`config.mk`:
```
export PLATFORM = sky130hd
export DESIGN_NAME = spi_host
export DESIGN_NICKNAME = d
export VERILOG_FILES = /design/src/rtl/spi_host.sv
export SDC_FILE = /design/constraint.sdc
export NUM_CORES = 1
export LEC_CHECK = 0
export ABC_AREA = 1
export CAP_MARGIN = 10
export CORE_UTILIZATION = 48
export DETAILED_ROUTE_END_ITERATION = 6
export GPL_TIMING_DRIVEN = 0
export PLACE_DENSITY_LB_ADDON = 0.15
export SYNTH_ARGS = -nofsm -noshare
export SYNTH_HDL_FRONTEND = slang
export SYNTH_SLANG_ARGS = --single-unit
```
`constraint.sdc`:
```
create_clock -name clk_i -period 1.3 [get_ports clk_i]
set_input_delay 0.195 -clock clk_i [delete_from_list [all_inputs] [get_ports clk_i]]
set_output_delay 0.195 -clock clk_i [all_outputs]
set_load 0.02 [all_outputs]
```
`src/rtl/spi_host.sv`:
```
// spi_host: mode-0 SPI initiator issuing one 16-bit register write/read frame per request.
// Define SPI_HOST_MISO_SYNC_EN to put a two-flop synchroniser in front of the MISO sampler.
module spi_host #(
    parameter int CLK_DIV = 4
) (
    input  logic       clk_i,
    input  logic       rst_ni,
    input  logic       req_valid_i,
    output logic       req_ready_o,
    input  logic       req_we_i,
    input  logic [6:0] req_addr_i,
    input  logic [7:0] req_wdata_i,
    output logic       rsp_valid_o,
    output logic [7:0] rsp_rdata_o,
    output logic       busy_o,
    output logic       sclk_o,
    output logic       cs_o,
    output logic       mosi_o,
    input  logic       miso_i
);

    localparam int CW = (CLK_DIV > 2) ? $clog2(CLK_DIV) : 1;
    localparam logic [CW-1:0] PHASE_LAST = CW'(CLK_DIV - 1);

    if (CLK_DIV < 2) begin : g_div_check
        $error("spi_host: CLK_DIV must be at least 2");
    end

    typedef enum logic [2:0] {IDLE, LEAD, SHIFT, TRAIL, GAP} state_t;

    state_t          state_q, state_d;
    logic [CW-1:0]   cnt_q, cnt_d;
    logic [5:0]      bit_q, bit_d;
    logic [15:0]     tx_q;
    logic [7:0]      rx_q;
    logic            we_q;
    logic            miso_s;
    logic            accept;
    logic            phase_end;
    logic            sample;
    logic            ready_d;

`ifdef SPI_HOST_MISO_SYNC_EN
    if (CLK_DIV < 3) begin : g_sync_check
        $error("spi_host: CLK_DIV must be at least 3 with the MISO synchroniser");
    end

    logic [1:0] miso_sync_q;

    always_ff @(posedge clk_i) begin
        if (!rst_ni) miso_sync_q <= 2'b00;
        else         miso_sync_q <= {miso_sync_q[0], miso_i};
    end

    assign miso_s = miso_sync_q[1];
`else
    assign miso_s = miso_i;
`endif

    assign accept = req_valid_i & req_ready_o;

    // bit_q counts SCLK half-periods; its LSB is the level SCLK shows in that half.
    always_comb begin
        state_d   = state_q;
        cnt_d     = cnt_q;
        bit_d     = bit_q;
        phase_end = (cnt_q == PHASE_LAST);
        sample    = (state_q == SHIFT) && bit_q[0] && phase_end;
        case (state_q)
            IDLE: begin
                cnt_d = '0;
                bit_d = '0;
                if (accept) state_d = LEAD;
            end
            LEAD: begin
                cnt_d = phase_end ? '0 : cnt_q + 1'b1;
                if (phase_end) state_d = SHIFT;
            end
            SHIFT: begin
                cnt_d = phase_end ? '0 : cnt_q + 1'b1;
                if (phase_end) begin
                    if (bit_q == 6'd31) begin
                        bit_d   = '0;
                        state_d = TRAIL;
                    end else begin
                        bit_d = bit_q + 6'd1;
                    end
                end
            end
            TRAIL: begin
                cnt_d = phase_end ? '0 : cnt_q + 1'b1;
                if (phase_end) state_d = GAP;
            end
            GAP: begin
                cnt_d = phase_end ? '0 : cnt_q + 1'b1;
                if (phase_end) state_d = IDLE;
            end
            default: state_d = IDLE;
        endcase
    end

    always_ff @(posedge clk_i) begin
        if (!rst_ni) begin
            state_q <= IDLE;
            cnt_q   <= '0;
            bit_q   <= '0;
        end else begin
            state_q <= state_d;
            cnt_q   <= cnt_d;
            bit_q   <= bit_d;
        end
    end

    // Outputs trail the state by one cycle; ready drops on the accepting edge itself.
    assign ready_d = (state_q == IDLE) && !accept;

    always_ff @(posedge clk_i) begin
        if (!rst_ni) begin
            tx_q        <= '0;
            rx_q        <= '0;
            we_q        <= 1'b0;
            cs_o        <= 1'b1;
            sclk_o      <= 1'b0;
            mosi_o      <= 1'b0;
            req_ready_o <= 1'b1;
            busy_o      <= 1'b0;
            rsp_valid_o <= 1'b0;
            rsp_rdata_o <= '0;
        end else begin
            if (accept) begin
                tx_q <= {req_we_i, req_addr_i, req_we_i ? req_wdata_i : 8'h00};
                we_q <= req_we_i;
            end else if (sample) begin
                tx_q <= {tx_q[14:0], 1'b0};
            end
            if (sample) rx_q <= {rx_q[6:0], miso_s};
            cs_o   <= !(state_q inside {LEAD, SHIFT, TRAIL});
            sclk_o <= (state_q == SHIFT) && bit_q[0];
            if (state_q inside {LEAD, SHIFT}) mosi_o <= tx_q[15];
            req_ready_o <= ready_d;
            busy_o      <= !ready_d;
            // First idle cycle after GAP is the only time state is IDLE with ready still low.
            rsp_valid_o <= (state_q == IDLE) && !req_ready_o;
            if ((state_q == IDLE) && !req_ready_o) rsp_rdata_o <= we_q ? 8'h00 : rx_q;
        end
    end

endmodule

```
==> results.yml <==
synthesis:
  synthTopCellsByArea: "dfxtp_1 46%, nand2_1 11%, nand3_1 6.2%, nor2_1 6.2%, a21oi_1 3.7%"
  synth_warnings: 0
  yosys.cell_types.count: 27
  avgSynthCellArea_um2: 7.62
  synth_nets: 307
  yosysSeqAreaShare: 0.461
  ys.flop_type: "dfxtp_1"
  syn_area_um2: 2170
  yosys.area.top_type_share: 0.461
  synth_top_cell_by_area: "dfxtp_1"
  syn_inst: 285
  ys_seq_elements: 50
  synth_edf_count: 0
  async_flop_share: 0
detailed_routing:
  wire_per_inst_um: 11.8
  drt_wl_total_mm: 4.56
  ant_nets: 0
  drt-vias-per-instance: 5.00
  vias: 1929
  dr.pass1.iters: 4
  drt_iter0_markers: 84
  route.detailed.drc: 0
setup_path:
  cp_cell_sequence: "inv_4 -> nand2_4 -> nor2_4 -> nand3_4 -> nand2_8 -> clkbuf_16 -> nand2_2 -> a21oi_2"
  cp.required_ns: 1.54
  cp_num_buf_inv: 2
  end_kind: "register"
  path_max_fanout: 6
  setup.worst_path.class: "register to register"
  cp_slowest_cell: "dfxtp_4"
  crit_arrival_ns: 1.52
  max_stage_delay_ns: 0.38
  crit_family: "simple AND/OR/NAND/NOR gates"
  start_kind: "register"
floorplan:
  die_w_um: 69.3
  ios: 34
  core_um2: 4350
  initial_core_util: 0.499
  die_y_um: 69.3
  die_area_um2: 4800
  rows: 24
sta:
  fin_crit_ns: 1.28
  worst_pin_slew_ns: 0.471
  holdWs_ns: 0.463
  setup_viol: 0
  fmax_mhz: 781
  setup_ws_ns: 0.0197
  finClkSkew_ns: 0.0119
  slew-limit-headroom: 0.686
  rsz0062_at_grt: "true"
  drv_slew: 0
  hold_violations: 0
  timing.final.crit_share: 0.985
cts:
  postCtsHoldBufs: 0
  clockBufferDepth: 2
  cts_tree: "done"
  cts_root_buffer: "clkbuf_8"
  cts_max_level: 2
  cts_buffers: 5
  clock_latency_ns: 0.31
  path_clk_slew_ns: 0.09
  cts.sinks: 50
run:
  cap_violations: 0
run_status:
  outcome: "complete, no violations"
power:
  power_mw: 4.44
  ir_drop_v: 0.000742
  p_leak_nw: 1.20
  power_density_nw_per_um2: 1550
finish:
  drive_gt1_frac: 0.225
  syn_to_final_growth_pct: 32.0
  fin_util: 0.658
  finalInstanceArea_um2: 2870
  antenna_cells: 0
  final_nets: 355
placed_design:
  io_buffers: 33
  dp_slack_ns: -0.375
  hpwlAfterDp_mm: 3.06
  gp_congestion: 0.775
  placedInstanceArea_um2: 2570
global_route:
  track_usage: 0.198
  grt_pass1_wl_mm: 7.72
  grt_pass1_vias: 1781
  grt_max_degree: 17
  grt.overflow.total: 0
  antenna_found_initial: 0
min_path:
  hp-class: "input pin to register"
==> logic make-up after synthesis <==
kind of cell | Yosys count | synth area share
xor gates and xnor gates | 2 | 0.00807
buffers and inverters | 36 | 0.0743
AOI/OAI and AO/OA | 49 | 0.144
and+or+nand+nor | 146 | 0.301
adders and majority gates | 2 | 0.0115
DFF | 50 | 0.461
==> final timing paths <==
kind / startpoint / end / slack [ns] / depth (start not counted)
min reg2reg: bit_q[4]$_SDFFE_PN0P_ / bit_q[4]$_SDFFE_PN0P_ / 0.47 / 2
max reg2reg: state_q[0]$_SDFFE_PN0P_ / tx_q[11]$_SDFFE_PN0P_ / 0.02 / 8
max: state_q[0]$_SDFFE_PN0P_ / tx_q[11]$_SDFFE_PN0P_ / 0.02 / 8
min: req_wdata_i[0] / tx_q[0]$_SDFFE_PN0P_ / 0.46 / 3
==> layout make-up <==
cell class | instances | area [µm²]
inverters | 25 | 98.8
fillers | 395 | 1490
repair buffers | 40 | 383
multi-input cells | 200 | 1120
clock inverters | 3 | 21.3
clock buffers | 5 | 68.8
flip-flops and latches | 50 | 1010
well taps | 52 | 65.1
plain buffers | 11 | 92.6
==> report_power, final <==
part,total (mW),internal (mW),switching [mW]
logic,1.67,0.664,1.01
registers,1.86,1.72,0.138
clock network,0.907,0.379,0.528
==> flip-flops by register name, indices dropped and copies added, names as in the netlist <==
name         cells
we_q             1
req_ready_o      1
cnt_q            2
rsp_rdata_o      8
sclk_o           1
rsp_valid_o      1
rx_q             8
tx_q            16
mosi_o           1
busy_o           1
bit_q            6
cs_o             1
state_q          3
==> synth_stat cells, types with 2 or more instances <==
cell type / count
nand3_1: 27
nand2_2: 11
dfxtp_1: 50
nor2_2: 3
nand2_1: 64
buf_4: 3
xor2_1: 2
nor2_1: 36
inv_1: 21
o21ai_0: 11
buf_6: 2
a22oi_1: 7
clkbuf_1: 5
ha_1: 2
a21oi_2: 8
inv_2: 3
a21oi_1: 16
o31ai_1: 5
==> tightest hold or removal path: cells and delay by family <==
family,cells,cell delay [ns]
compound gates,1,0.06
buf+inv,1,0.40
simple gates,1,0.07
==> metal layers <==
layer / part of all wire / track usage / vias to the layer above
li1: - / - / 1024
met1: 0.48 / 0.247 / 865
met2: 0.47 / 0.332 / 33
met3: 0.030 / 0.0451 / 7
met4: 0.016 / 0.0748 / 0
met5: 0 / 0 / -
==> cell usage in the layout (no fill, tap or decap), types with 6 or more instances in the layout <==
cell type,count
dlygate4sd2_1,14
nor2_1,35
buf_4,6
nand2_1,56
dfxtp_1,45
o21ai_0,6
a22oi_1,7
nand3_1,25
clkdlybuf4s50_1,19
a21oi_2,9
a21oi_1,15
inv_1,21
nand2_2,16
==> timing repair <==
| item | CTS | global route |
|---|---|---|
| pin swaps | 2 | 9 |
| setup endpoints to repair | 43 | 37 |
| gates cloned | 0 | 2 |
| setup buffers | 3 | 3 |
| gates resized for setup | 24 | 41 |
==> through the flow <==
step / setup TNS (ns) / cells
after global routing: -1.29 / 386
after global placement: -10.64 / 370
final: 0 / 386
after detailed placement: -11.34 / 370
after floorplan: 0 / 285
after CTS: 0 / 381
No activity file was read; power rests on OpenSTA's default activity.
